File: src/rtl/nrf_spi_responder.sv
// SPI mode-0 target emulating the nRF24L01 register port (R_REGISTER/W_REGISTER/NOP).
// SCK/CSN/MOSI are oversampled on clk_50; the 32x8 register file is written only from SPI.
module nrf_spi_responder #(
    parameter int          SYNC_STAGES = 2,
    parameter logic [7:0]  RST_CONFIG  = 8'h08,
    parameter logic [7:0]  RST_STATUS  = 8'h0E
) (
    input  logic        clk_50,
    input  logic        rst,
    input  logic        sck,
    input  logic        csn,
    input  logic        mosi,
    output logic        miso,
    output logic        miso_oe,
    output logic        rx_valid,
    output logic [7:0]  rx_byte,
    output logic        wr_valid,
    output logic [4:0]  wr_addr,
    output logic [7:0]  wr_data,
    output logic        cmd_err,
    output logic        busy
);

    typedef enum logic [2:0] {IDLE, CMD, RD, WR, NOPX, BAD} state_t;

    logic [SYNC_STAGES-1:0] sck_sync_q, csn_sync_q, mosi_sync_q;
    logic                   sck_prev_q, csn_prev_q;
    logic                   sck_s, csn_s, mosi_s;
    logic                   sck_rise, sck_fall, csn_rise, csn_fall;

    state_t      state_q, state_d;
    logic [2:0]  bit_cnt_q, bit_cnt_d;
    logic [4:0]  ptr_q, ptr_d;
    logic [7:0]  rx_shift_q, rx_shift_d;
    logic [7:0]  tx_shift_q, tx_shift_d;
    logic [7:0]  next_q, next_d;
    logic        miso_oe_q, miso_oe_d;
    logic        rx_valid_q, rx_valid_d;
    logic [7:0]  rx_byte_q, rx_byte_d;
    logic        wr_valid_q, wr_valid_d;
    logic [4:0]  wr_addr_q, wr_addr_d;
    logic [7:0]  wr_data_q, wr_data_d;
    logic        cmd_err_q, cmd_err_d;
    logic        wr_en;
    logic [7:0]  byte_in;
    logic [7:0]  regs_q [32];

    assign sck_s    = sck_sync_q[SYNC_STAGES-1];
    assign csn_s    = csn_sync_q[SYNC_STAGES-1];
    assign mosi_s   = mosi_sync_q[SYNC_STAGES-1];
    assign sck_rise = sck_s & ~sck_prev_q;
    assign sck_fall = ~sck_s & sck_prev_q;
    assign csn_rise = csn_s & ~csn_prev_q;
    assign csn_fall = ~csn_s & csn_prev_q;

    // CSN resets to the deasserted level so a select held low through reset is seen as a fall.
    always_ff @(posedge clk_50 or posedge rst) begin
        if (rst) begin
            sck_sync_q  <= '0;
            csn_sync_q  <= '1;
            mosi_sync_q <= '0;
            sck_prev_q  <= 1'b0;
            csn_prev_q  <= 1'b1;
        end else begin
            sck_sync_q  <= {sck_sync_q[SYNC_STAGES-2:0], sck};
            csn_sync_q  <= {csn_sync_q[SYNC_STAGES-2:0], csn};
            mosi_sync_q <= {mosi_sync_q[SYNC_STAGES-2:0], mosi};
            sck_prev_q  <= sck_s;
            csn_prev_q  <= csn_s;
        end
    end

    genvar gi;
    generate
        for (gi = 0; gi < 32; gi++) begin : g_reg
            localparam logic [7:0] RST_VAL = (gi == 0) ? RST_CONFIG :
                                             (gi == 7) ? RST_STATUS : 8'h00;
            always_ff @(posedge clk_50 or posedge rst) begin
                if (rst)
                    regs_q[gi] <= RST_VAL;
                else if (wr_en && ptr_q == 5'(gi))
                    regs_q[gi] <= byte_in;
            end
        end
    endgenerate

    always_comb begin
        state_d    = state_q;
        bit_cnt_d  = bit_cnt_q;
        ptr_d      = ptr_q;
        rx_shift_d = rx_shift_q;
        tx_shift_d = tx_shift_q;
        next_d     = next_q;
        miso_oe_d  = miso_oe_q;
        rx_byte_d  = rx_byte_q;
        wr_addr_d  = wr_addr_q;
        wr_data_d  = wr_data_q;
        rx_valid_d = 1'b0;
        wr_valid_d = 1'b0;
        cmd_err_d  = 1'b0;
        wr_en      = 1'b0;
        byte_in    = {rx_shift_q[6:0], mosi_s};

        if (csn_fall) begin
            state_d    = CMD;
            tx_shift_d = regs_q[7];
            miso_oe_d  = 1'b1;
            bit_cnt_d  = 3'd0;
            next_d     = 8'h00;
        end else begin
            if (state_q != IDLE && sck_rise) begin
                rx_shift_d = byte_in;
                bit_cnt_d  = bit_cnt_q + 3'd1;
                if (bit_cnt_q == 3'd7) begin
                    rx_valid_d = 1'b1;
                    rx_byte_d  = byte_in;
                    next_d     = 8'h00;
                    case (state_q)
                        CMD: begin
                            if (byte_in[7:5] == 3'b000) begin
                                state_d = RD;
                                next_d  = regs_q[byte_in[4:0]];
                                ptr_d   = byte_in[4:0] + 5'd1;
                            end else if (byte_in[7:5] == 3'b001) begin
                                state_d = WR;
                                ptr_d   = byte_in[4:0];
                            end else if (byte_in == 8'hFF) begin
                                state_d = NOPX;
                            end else begin
                                state_d   = BAD;
                                cmd_err_d = 1'b1;
                            end
                        end
                        RD: begin
                            next_d = regs_q[ptr_q];
                            ptr_d  = ptr_q + 5'd1;
                        end
                        WR: begin
                            wr_en      = 1'b1;
                            wr_valid_d = 1'b1;
                            wr_addr_d  = ptr_q;
                            wr_data_d  = byte_in;
                            ptr_d      = ptr_q + 5'd1;
                        end
                        default: ;
                    endcase
                end
            end
            if (state_q != IDLE && sck_fall)
                tx_shift_d = (bit_cnt_q == 3'd0) ? next_q : {tx_shift_q[6:0], 1'b0};
            // A byte completing in the same cycle as CSN rise has already been committed above.
            if (csn_rise) begin
                state_d   = IDLE;
                miso_oe_d = 1'b0;
                bit_cnt_d = 3'd0;
            end
        end
    end

    always_ff @(posedge clk_50 or posedge rst) begin
        if (rst) begin
            state_q    <= IDLE;
            bit_cnt_q  <= 3'd0;
            ptr_q      <= 5'd0;
            rx_shift_q <= 8'h00;
            tx_shift_q <= 8'h00;
            next_q     <= 8'h00;
            miso_oe_q  <= 1'b0;
            rx_valid_q <= 1'b0;
            rx_byte_q  <= 8'h00;
            wr_valid_q <= 1'b0;
            wr_addr_q  <= 5'd0;
            wr_data_q  <= 8'h00;
            cmd_err_q  <= 1'b0;
        end else begin
            state_q    <= state_d;
            bit_cnt_q  <= bit_cnt_d;
            ptr_q      <= ptr_d;
            rx_shift_q <= rx_shift_d;
            tx_shift_q <= tx_shift_d;
            next_q     <= next_d;
            miso_oe_q  <= miso_oe_d;
            rx_valid_q <= rx_valid_d;
            rx_byte_q  <= rx_byte_d;
            wr_valid_q <= wr_valid_d;
            wr_addr_q  <= wr_addr_d;
            wr_data_q  <= wr_data_d;
            cmd_err_q  <= cmd_err_d;
        end
    end

    assign miso     = tx_shift_q[7] & miso_oe_q;
    assign miso_oe  = miso_oe_q;
    assign rx_valid = rx_valid_q;
    assign rx_byte  = rx_byte_q;
    assign wr_valid = wr_valid_q;
    assign wr_addr  = wr_addr_q;
    assign wr_data  = wr_data_q;
    assign cmd_err  = cmd_err_q;
    assign busy     = (state_q != IDLE);

endmodule

File: config.mk
export PLATFORM = sky130hd
export DESIGN_NAME = nrf_spi_responder
export DESIGN_NICKNAME = d
export VERILOG_FILES = /design/src/rtl/nrf_spi_responder.sv
export SDC_FILE = /design/constraint.sdc
export NUM_CORES = 1
export LEC_CHECK = 0
export ABC_AREA = 1
export CAP_MARGIN = 40
export CORE_ASPECT_RATIO = 0.9
export CORE_UTILIZATION = 35
export DETAILED_ROUTE_END_ITERATION = 10
export GPL_TIMING_DRIVEN = 0
export PLACE_DENSITY = 0.58
export RECOVER_POWER = 100
export SLEW_MARGIN = 5
export SYNTH_ARGS = -nofsm -noshare
export SYNTH_HDL_FRONTEND = slang
export SYNTH_SLANG_ARGS = --single-unit
File: constraint.sdc
create_clock -name clk_50 -period 15.2 [get_ports clk_50]
set_clock_uncertainty 0.05 [all_clocks]
set_input_delay 4.56 -clock clk_50 [delete_from_list [all_inputs] [get_ports clk_50]]
set_output_delay 4.56 -clock clk_50 [all_outputs]
set_load 0.02 [all_outputs]
* Word level (Yosys, flattened, before mapping)
Cells that the tools add are included.
Word-level totals: register bits after elaboration 323, input bits 5, word-level logic and storage cells 202
Cells by class: muxes and demuxes 44, add/subtract/negate cells 3, reduce and logical (&&, ||, !) cells 53, equality and inequality tests 38, order comparisons 2, bitwise logic cells 12
Operator list (number):
- 8-bit two-way mux | 11
- 8-bit binary-select mux with 5-bit select | 2
- 5-bit equality test (second input constant) | 16
- 5-bit by 4-bit equality test with 1-bit output (second input constant) | 8
- 1-bit logical AND | 34
- 3-bit two-way mux | 10
- 5-bit by 3-bit equality test with 1-bit output (second input constant) | 4
- 1-bit two-way mux | 17
- 8-bit case mux with 2 select lines | 1
- 6-bit greater-or-equal comparator (second input constant) | 2
- 5-bit inverter with 6-bit output | 2
- 3-bit nonzero test | 4
- 5-bit by 1-bit adder with 5-bit output (second input constant) | 2
- 5-bit by 2-bit equality test with 1-bit output (second input constant) | 2
- 5-bit two-way mux | 2
- 5-bit case mux with 2 select lines | 1
- 2-bit nonzero test | 5
- 8-bit equality test (second input constant) | 1
- 3-bit by 1-bit equality test with 1-bit output (second input constant) | 2
- 3-bit by 2-bit equality test with 1-bit output (second input constant) | 2
- 3-bit logical NOT | 2
- 3-bit AND reduction | 2
- 1-bit AND | 5
- 5-bit by 1-bit equality test with 1-bit output (second input constant) | 1
- other kinds (9) | 14

* Depth between registers and ports, before layout
Gate-level depths: netlist of run 1.
word-level depth 9, gate-level depth with buffers 15

* Worst setup path after synthesis of run 1
OpenSTA, ideal clock, no wires.
kind register to output, start point reg state_q[1], end point out busy, cell stages (with the launch flop) 3, arrival 0.816 ns, buffers on the path 0, slack 9.774 ns, path through dfrtp_1 nor3_2 inv_1
Between the ends: word-level cells in the longest chain between the ends 1
RTL lines:
- from (decl) | RTL line 31 | state_t state_q, state_d;
- from (signal assigned) | RTL line 176 | state_q <= state_d;
- 3-bit nonzero test | RTL line 200 | assign busy = (state_q != IDLE);
- to (decl) | RTL line 21 | output logic busy
No other way between the ends.

* Final worst setup path of run 1
Ends and elaborated chain as after synthesis.

==> results.sh, run 1 <==
export IMPL_cts_buffers=38
export IMPL_synthFlopType="dfrtp_1"
export IMPL_fin_util_pct=41.1
export IMPL_timing_final_crit_share_pct=44.5
export IMPL_clockBufferDepth=3
export IMPL_rsz0062_at_grt="false"
export IMPL_num_antenna_cells=0
export IMPL_maxCapViolations=1
export IMPL_slew_headroom_pct=-32.7
export IMPL_post_cts_buffers=0
export IMPL_p_sw_uw=1130
export IMPL_ys_seq_elements=323
export IMPL_dr_total_vias=18802
export IMPL_drt_wl_total_um=89000
export IMPL_syn_area_per_cell_um2=7.08
export IMPL_tightest_slew_ps=1980
export IMPL_grt_pass1_wl_um=127000
export IMPL_synth_edf_count=0
export IMPL_die_x_um=242
export IMPL_switching_share_pct=40.4
export IMPL_hold_class="flop to flop"
export IMPL_drt_iter0_drc=2558
export IMPL_wl_per_cell_um=26.3
export IMPL_layout_drive_gt1_share_pct=5.20
export IMPL_min_period_ps=6760
export IMPL_multi_input_comb_area_mm2=0.00806
export IMPL_coreArea_mm2=0.0507
export IMPL_path_class="flop to output port"
export IMPL_drt_first_pass_iters=6
export IMPL_setup_viol=0
export IMPL_dieHeight_um=218
export IMPL_initial_core_util_pct=35.7
export IMPL_worst_setup_path_end_kind="output port"
export IMPL_nNetsFinal=2698
export IMPL_drc_errors=0
export IMPL_fin_tns_setup_ps=0
export IMPL_crit_chain="nor3_1 -> inv_1 -> dlygate4sd3_1"
export IMPL_cts_max_level=2
export IMPL_clk_latency_ps=580
export IMPL_dp_slack_ps=8950
export IMPL_cp_max_fo=5
export IMPL_p_seq_share_pct=32.2
export IMPL_crit_arrival_ps=2150
export IMPL_critical_path_max_stage_delay_ps=660
export IMPL_vias_per_cell=5.55
export IMPL_comb_power_share_pct=32.9
export IMPL_status="complete, but fails checks"
export IMPL_cts_tree="built"
export IMPL_fin_ws_ps=8440
export IMPL_required_ps=10590
export IMPL_p_leak_uw=0.00964
export IMPL_power_density_mw_per_mm2=135
export IMPL_synth_cell_types=36
export IMPL_cts_resized_gates=0
export IMPL_hold_viol=0
export IMPL_io_pins=32
export IMPL_antenna_found_initial=2
export IMPL_place_congestion=1.05
export IMPL_p_int_uw=1680
export IMPL_grt_pass1_vias=17693
export IMPL_area_growth_pct=15.1
export IMPL_clock_sinks=323
export IMPL_gr_total_overflow=0
export IMPL_ys_async_sr_fraction_pct=100
export IMPL_dp_hpwl_um=67700
export IMPL_drtAntennaViolNets=0
export IMPL_violations="capacitance limit, slew limit"
export IMPL_dieArea_mm2=0.0526
export IMPL_grt_max_degree=121
export IMPL_holdBufCountCts=0
export IMPL_clockPowerShare_pct=34.9
export IMPL_fmax_ghz=0.148
export IMPL_syn_inst=2557
export IMPL_yosys_warnings=0
export IMPL_worst_setup_path_start_kind="flop"
export IMPL_n_fill_cell=5407
export IMPL_final_max_slew_violation_count=37
export IMPL_max_vdd_ir_drop_mv=0.0855
export IMPL_regArea_mm2=0.00809
export IMPL_io_buffers=31
export IMPL_syn_nets=2574
export IMPL_yosysSeqAreaShare_pct=44.7
export IMPL_path_clk_slew_ps=60
export IMPL_rows=78
export IMPL_crit_slowest_cell="dlygate4sd3_1"
export IMPL_syn_area_mm2=0.0181
export IMPL_cts_root_buf="clkbuf_16"
export IMPL_grtUsageTotal_pct=33.9
-- logic make-up (layout without fill, tap and decap cells) --
group,Yosys count,count (layout),synth area share (%)
xor+xnor,1,1,0.0484
fa+ha+maj,12,12,0.829
compound gates,449,449,13.4
buf+inv,401,553,9.45
simple gates,1371,1371,31.6
flops,323,323,44.7
-- registers in the layout, indices dropped and copies added, names as in the netlist, 3 cells and up --
name / cells
bit_cnt_q: 3
next_q: 8
ptr_q: 5
regs_q: 256
rx_byte: 8
rx_shift_q: 7
state_q: 3
tx_shift_q: 8
wr_addr: 5
wr_data: 8
-- cells in the final DEF, fill, tap and decap left out, drive strengths merged --
| cell | instances |
|---|---|
| o31ai | 1 |
| dfrtp | 316 |
| o21ai | 331 |
| nor4 | 2 |
| o311ai | 7 |
| buf | 80 |
| nand4 | 2 |
| o211ai | 39 |
| o221ai | 1 |
| o22ai | 1 |
| a31oi | 2 |
| xor2 | 1 |
| inv | 224 |
| bufinv | 4 |
| a21oi | 67 |
| nand3 | 257 |
| clkinvlp | 6 |
| nor3 | 7 |
| dlygate4sd3 | 31 |
| clkinv | 12 |
| nand2 | 976 |
| dfstp | 7 |
| ha | 12 |
| clkbuf | 196 |
| nor2 | 124 |
| or2 | 3 |
-- cells in the mapped netlist (all sizes together), types with 3 or more instances --
library cell  instances  area share, %
nor2                124            2.9
o311ai                7           0.34
dfstp                 7            1.0
inv                 224            4.6
dfrtp               316             44
buf                  63            2.4
ha                   12           0.83
nand3               257            7.1
clkinv                8           0.17
o211ai               39            1.6
o21ai               331            9.4
clkbuf              106            2.2
nor3                  7           0.25
or2                   3           0.10
nand2               976             21
a21oi                67            1.9
-- metal layers --
layer,vias up,GRT usage (%),wire (um)
met5,-,0,0
met4,0,16.6,4730
met3,252,7.78,8680
met2,1009,49.5,36700
met1,9152,47.1,38900
li1,8389,-,-
-- power groups by stage --
stage	registers (uW)	clock network, uW	logic [uW]
after floorplan	916	0	416
after global placement	919	0	823
after detailed placement	919	0	894
after CTS	904	991	897
after global routing	907	1020	960
final	904	981	926
-- stage by stage --
stage | instance area [um2] | total power, uW | hold WS, ps | std cells
global placement | 19300 | 1740 | 284 | 3268
global route | 20800 | 2890 | 312 | 3389
finish | 20800 | 2810 | 304 | 3389
floorplan | 18100 | 1330 | 281 | 2557
CTS | 21300 | 2790 | 310 | 3389
detailed placement | 20000 | 1810 | 290 | 3321
-- final timing paths --
check	from	to	slack, ps	cells after the start
setup / recovery	state_q[1]$_DFFE_PP0P_	busy	8440	3
hold / removal	sck_sync_q[0]$_DFF_PP0_	sck_sync_q[1]$_DFF_PP0_	300	0
setup reg to reg	state_q[1]$_DFFE_PP0P_	regs_q[248]$_DFFE_PP0P_	10390	11
hold reg to reg	sck_sync_q[0]$_DFF_PP0_	sck_sync_q[1]$_DFF_PP0_	300	0
max in group asynchronous	rst	bit_cnt_q[1]$_DFFE_PP0P_	8580	4
min in group asynchronous	rst	regs_q[116]$_DFFE_PP0P_	4910	2
-- cell type report --
cell class              count  share of cell area, %
inverters                 232                   4.19
flip-flops and latches    323                   38.8
plain buffers             169                   3.09
clock buffers              54                   5.39
clock inverters            14                  0.901
well taps                 680                   4.08
repair buffers             84                   4.82
multi-input cells        1833                   38.7
-- worst max-delay path, delay by kind of cell, from the launching register on --
kind | cells | cell delay (ps)
buffers and inverters | 2 | 730
DFF | 1 | 420
and+or+nand+nor | 1 | 440
No activity file was read; power rests on OpenSTA's default activity.
==> run 2, diff against run 1 <==
==> constraint.sdc (replaced) <==
create_clock -name clk_50 -period 6.9 [get_ports clk_50]
set_clock_uncertainty 0.05 [all_clocks]
set_input_delay 2.07 -clock clk_50 [delete_from_list [all_inputs] [get_ports clk_50]]
set_output_delay 2.07 -clock clk_50 [all_outputs]
set_load 0.02 [all_outputs]
==> results.sh, run 2 (synthesis results as in run 1) <==
export IMPL_status="complete, but fails checks"
export IMPL_violations="capacitance limit, slew limit"
export IMPL_endpoint="regs_q[188]$_DFFE_PP0P_"
export IMPL_initial_core_util_pct=35.7
export IMPL_fin_tns_setup_ps=0
export IMPL_grt_max_degree=40
export IMPL_required_ps=7600
export IMPL_design_power_total_uw=5960
export IMPL_setup_viol=0
export IMPL_dieHeight_um=218
export IMPL_grt_pass1_wl_um=126000
export IMPL_fin_util_pct=40.6
export IMPL_antenna_found_initial=8
export IMPL_hold_viol=0
export IMPL_grtUsageTotal_pct=33.3
export IMPL_dp_slack_ps=3020
export IMPL_drc_errors=0
export IMPL_worst_hold_slack_ps=304
export IMPL_top_layer="met5"
export IMPL_vias_per_cell=5.58
export IMPL_dr_wl_met2_um=36000
export IMPL_clock_sinks=323
export IMPL_path_class="primary input to async pin"
export IMPL_layout_drive_gt1_share_pct=4.67
export IMPL_critPathLaunch="rst"
export IMPL_cts_buffers=38
export IMPL_clk_latency_ps=580
export IMPL_regArea_mm2=0.00809
export IMPL_cts_tree="built"
export IMPL_rr_startpoint="state_q[1]$_DFFE_PP0P_"
export IMPL_drt_first_pass_iters=6
export IMPL_p_leak_uw=0.00952
export IMPL_m1WireLength_um=37500
export IMPL_fmax_ghz=0.202
export IMPL_met3_length_um=9060
export IMPL_final_cell_mix="nand2_1 (975), dfrtp_1 (316), o21ai_0 (290)"
export IMPL_num_antenna_cells=0
export IMPL_cts_root_buf="clkbuf_16"
export IMPL_worst_setup_path_end_kind="async pin"
export IMPL_cp_max_fo=38
export IMPL_final_common_cell="nand2_1"
export IMPL_dieArea_mm2=0.0526
export IMPL_hold_class="flop to flop"
export IMPL_worst_setup_path_start_kind="primary input"
export IMPL_io_pins=32
export IMPL_rr_endpoint="regs_q[143]$_DFFE_PP0P_"
export IMPL_grt_pass1_vias=18022
export IMPL_min_period_ps=4940
export IMPL_multi_input_comb_area_mm2=0.00807
export IMPL_slew_headroom_pct=-45.7
export IMPL_path_clk_slew_ps=60
export IMPL_wl_per_cell_um=25.8
export IMPL_timing_final_crit_share_pct=71.6
export IMPL_power_density_mw_per_mm2=290
export IMPL_post_cts_buffers=0
export IMPL_cts_max_level=2
export IMPL_nNetsFinal=2690
export IMPL_io_buffers=31
export IMPL_die_x_um=242
export IMPL_largest_reg_flops=256
export IMPL_drt_iter0_drc=2420
export IMPL_max_vdd_ir_drop_mv=0.178
export IMPL_top_register="regs_q"
export IMPL_r2r_cells=11
export IMPL_place_congestion=1.09
export IMPL_holdBufCountCts=0
export IMPL_gr_total_overflow=0
export IMPL_dp_hpwl_um=65800
export IMPL_rrSetupSlack_ps=2230
export IMPL_final_max_slew_violation_count=73
export IMPL_drtAntennaViolNets=0
export IMPL_tightest_slew_ps=2190
export IMPL_cts_resized_gates=0
export IMPL_rsz0062_at_grt="false"
export IMPL_crit_arrival_ps=5640
export IMPL_dr_total_vias=18837
export IMPL_maxCapViolations=2
export IMPL_n_fill_cell=5441
export IMPL_area_growth_pct=13.8
export IMPL_drt_wl_total_um=87200
export IMPL_rows=78
export IMPL_fin_ws_ps=1960
export IMPL_clockBufferDepth=3
export IMPL_coreArea_mm2=0.0507
[run 2: changes by cell type in the layout (fill, tap and decap cells not counted), sizes merged]
| cell | change |
|---|---|
| inv | +2 |
| clkbuf | +2 |
| buf | -14 |
| clkinvlp | -1 |
| bufinv | -3 |
| clkinv | +2 |
[run 2: cell type report]
class	count	area share, %
Clock buffer	50	5.08
Buffer	169	3.13
Sequential cell	323	39.3
Tap cell	680	4.13
Timing Repair Buffer	76	4.33
Multi-Input combinational cell	1833	39.2
Inverter	232	4.24
Clock inverter	14	0.626
[run 2: layer usage]
metal  vias up  global-route usage (%)
met5         -                       0
met4         4                    15.7
met3       261                    6.97
met2      1100                    48.6
met1      9093                    46.9
li1       8379                       -
[run 2: how the worst min path moves through the flow]
stage | slack (ps) | endpoint | start | cells after the start
final | 300 | sck_sync_q[1]$_DFF_PP0_ | sck_sync_q[0]$_DFF_PP0_ | 0
after global routing | 310 | sck_sync_q[1]$_DFF_PP0_ | sck_sync_q[0]$_DFF_PP0_ | 0
after CTS | 300 | sck_sync_q[1]$_DFF_PP0_ | sck_sync_q[0]$_DFF_PP0_ | 0
after detailed placement | 290 | sck_sync_q[1]$_DFF_PP0_ | sck_sync_q[0]$_DFF_PP0_ | 0
after global placement | 280 | sck_sync_q[1]$_DFF_PP0_ | sck_sync_q[0]$_DFF_PP0_ | 0
after floorplan | 280 | mosi_sync_q[1]$_DFF_PP0_ | mosi_sync_q[0]$_DFF_PP0_ | 0
[run 2: critical path, cell delays in order]
cell and delay [ps]:
dlygate4sd3_1 540, clkinvlp_2 740, clkbuf_1 1600, buf_12 330, buf_12 270
[run 2: power by group]
part	switching (uW)	internal, uW	total, uW
logic	1560	453	2010
registers	39.9	1950	1990
clock network	854	1110	1960
total	2450	3510	5960
[run 2: stage by stage]
step | std cells | instance area, um2
after floorplan | 2557 | 18100
after global placement | 3268 | 19300
after detailed placement | 3313 | 19900
after CTS | 3377 | 21100
after global routing | 3377 | 20600
final | 3377 | 20600
==> edit, RTL diff (config.mk and constraints of run 2) <==
`RST_STATUS`: 8'h0E -> 8'h08.
--- a/src/rtl/nrf_spi_responder.sv
+++ b/src/rtl/nrf_spi_responder.sv
@@ -3,7 +3,7 @@
 module nrf_spi_responder #(
     parameter int          SYNC_STAGES = 2,
     parameter logic [7:0]  RST_CONFIG  = 8'h08,
-    parameter logic [7:0]  RST_STATUS  = 8'h0E
+    parameter logic [7:0]  RST_STATUS  = 8'h08
 ) (
     input  logic        clk_50,
     input  logic        rst,
Check against the original RTL: same outputs for any inputs over 10 cycles, from zero or initial values and one cycle with rst high; that may be too few to reach the edited logic, so the function may still have changed.
==> edit against run 2 <==
The run still ends with max-capacitance violations, max-slew violations left. Wire length rose by 4.3%. Total power is 2.4% higher. Synthesized area about the same. Setup slack lost 0.0070 ns. Sequential cell count is the same. Combinational power grew 6%. Design area is 1.2% higher. Largest cell class unchanged.
==> edit: results <==
run_status:
  outcome: "finished, violations left"
  violations_in_the_final_reports: "max-capacitance violations, max-slew violations"
route:
  detailedRoute.firstIterationViolations: 2183
  detailedRoute.firstPassIterationCount: 8
  route.vias.total: 18800
  per_cell_via_count_in_the_routed_design: 5.54
grt:
  grt_use_met3_pct: 7.05
  grt.total_usage_pct: 34.8
  met2_use_gr_pct: 51.4
  grtUsageMet1_pct: 48.4
  grt_antenna_before_repair: 4
critical_path:
  critical_path.max_fanout: 10
  cp_top_family: "simple AND/OR/NAND/NOR gates"
  critical_path_class: "flop to flop"
  reg2reg_slack_ns: 1.95
  cpPeakStageDelay_ns: 0.92
synth:
  most_common_library_cells_after_synthesis: "955 x sky130_fd_sc_hd__nand2_1, 318 x sky130_fd_sc_hd__dfrtp_1, 257 x sky130_fd_sc_hd__nand3_1, 223 x sky130_fd_sc_hd__inv_1, 179 x sky130_fd_sc_hd__o21ai_0"
  seq_area_frac_synth_pct: 44.7
job:
  max-cap-violations: 1
place:
  routabilityCongestion: 1.03
  placedCellCount: 3329
  place_hpwl_um: 69700
  preCtsSetupSlack_ns: 2.77
power_and_ir_drop:
  total_power_mw: 6.11
  seq_power_share_pct: 32.6
  cellLeakagePower_nw: 9.64
  switching_share_pct: 41.2
timing:
  timing.final.max_slew_violations: 31
  tightest_slew_ns: 1.88
worst_hold_path:
  holdCritStartpoint: "mosi_sync_q[0]$_DFF_PP0_"
[edit: changes by cell type after synthesis, sizes merged]
cell,before,now
dfrtp,316,318
dfstp,7,5
[edit: logic make-up after synthesis]
logic type	synth area share [%]
DFF	44.7
and+or+nand+nor	31.6
buffers and inverters	9.45
adders and majority gates	0.829
AOI/OAI and AO/OA	13.4
xor gates and xnor gates	0.0484
[edit: cell type report]
| type | count | area [sq um] |
|---|---|---|
| Fill cell | 5405 | 29900 |
| Timing Repair Buffer | 93 | 1140 |
| Tap cell | 680 | 851 |
| Sequential cell | 323 | 8090 |
| Clock inverter | 12 | 159 |
| Antenna cell | 1 | 2.50 |
| Buffer | 169 | 644 |
| Inverter | 232 | 873 |
| Multi-Input combinational cell | 1833 | 8060 |
| Clock buffer | 50 | 1020 |
[edit: routing by layer]
metal  wire (um)  up-vias
met5          79        -
met4        4880        8
met3        8230      248
met2       37600      978
met1       40100     9159
li1            -     8399
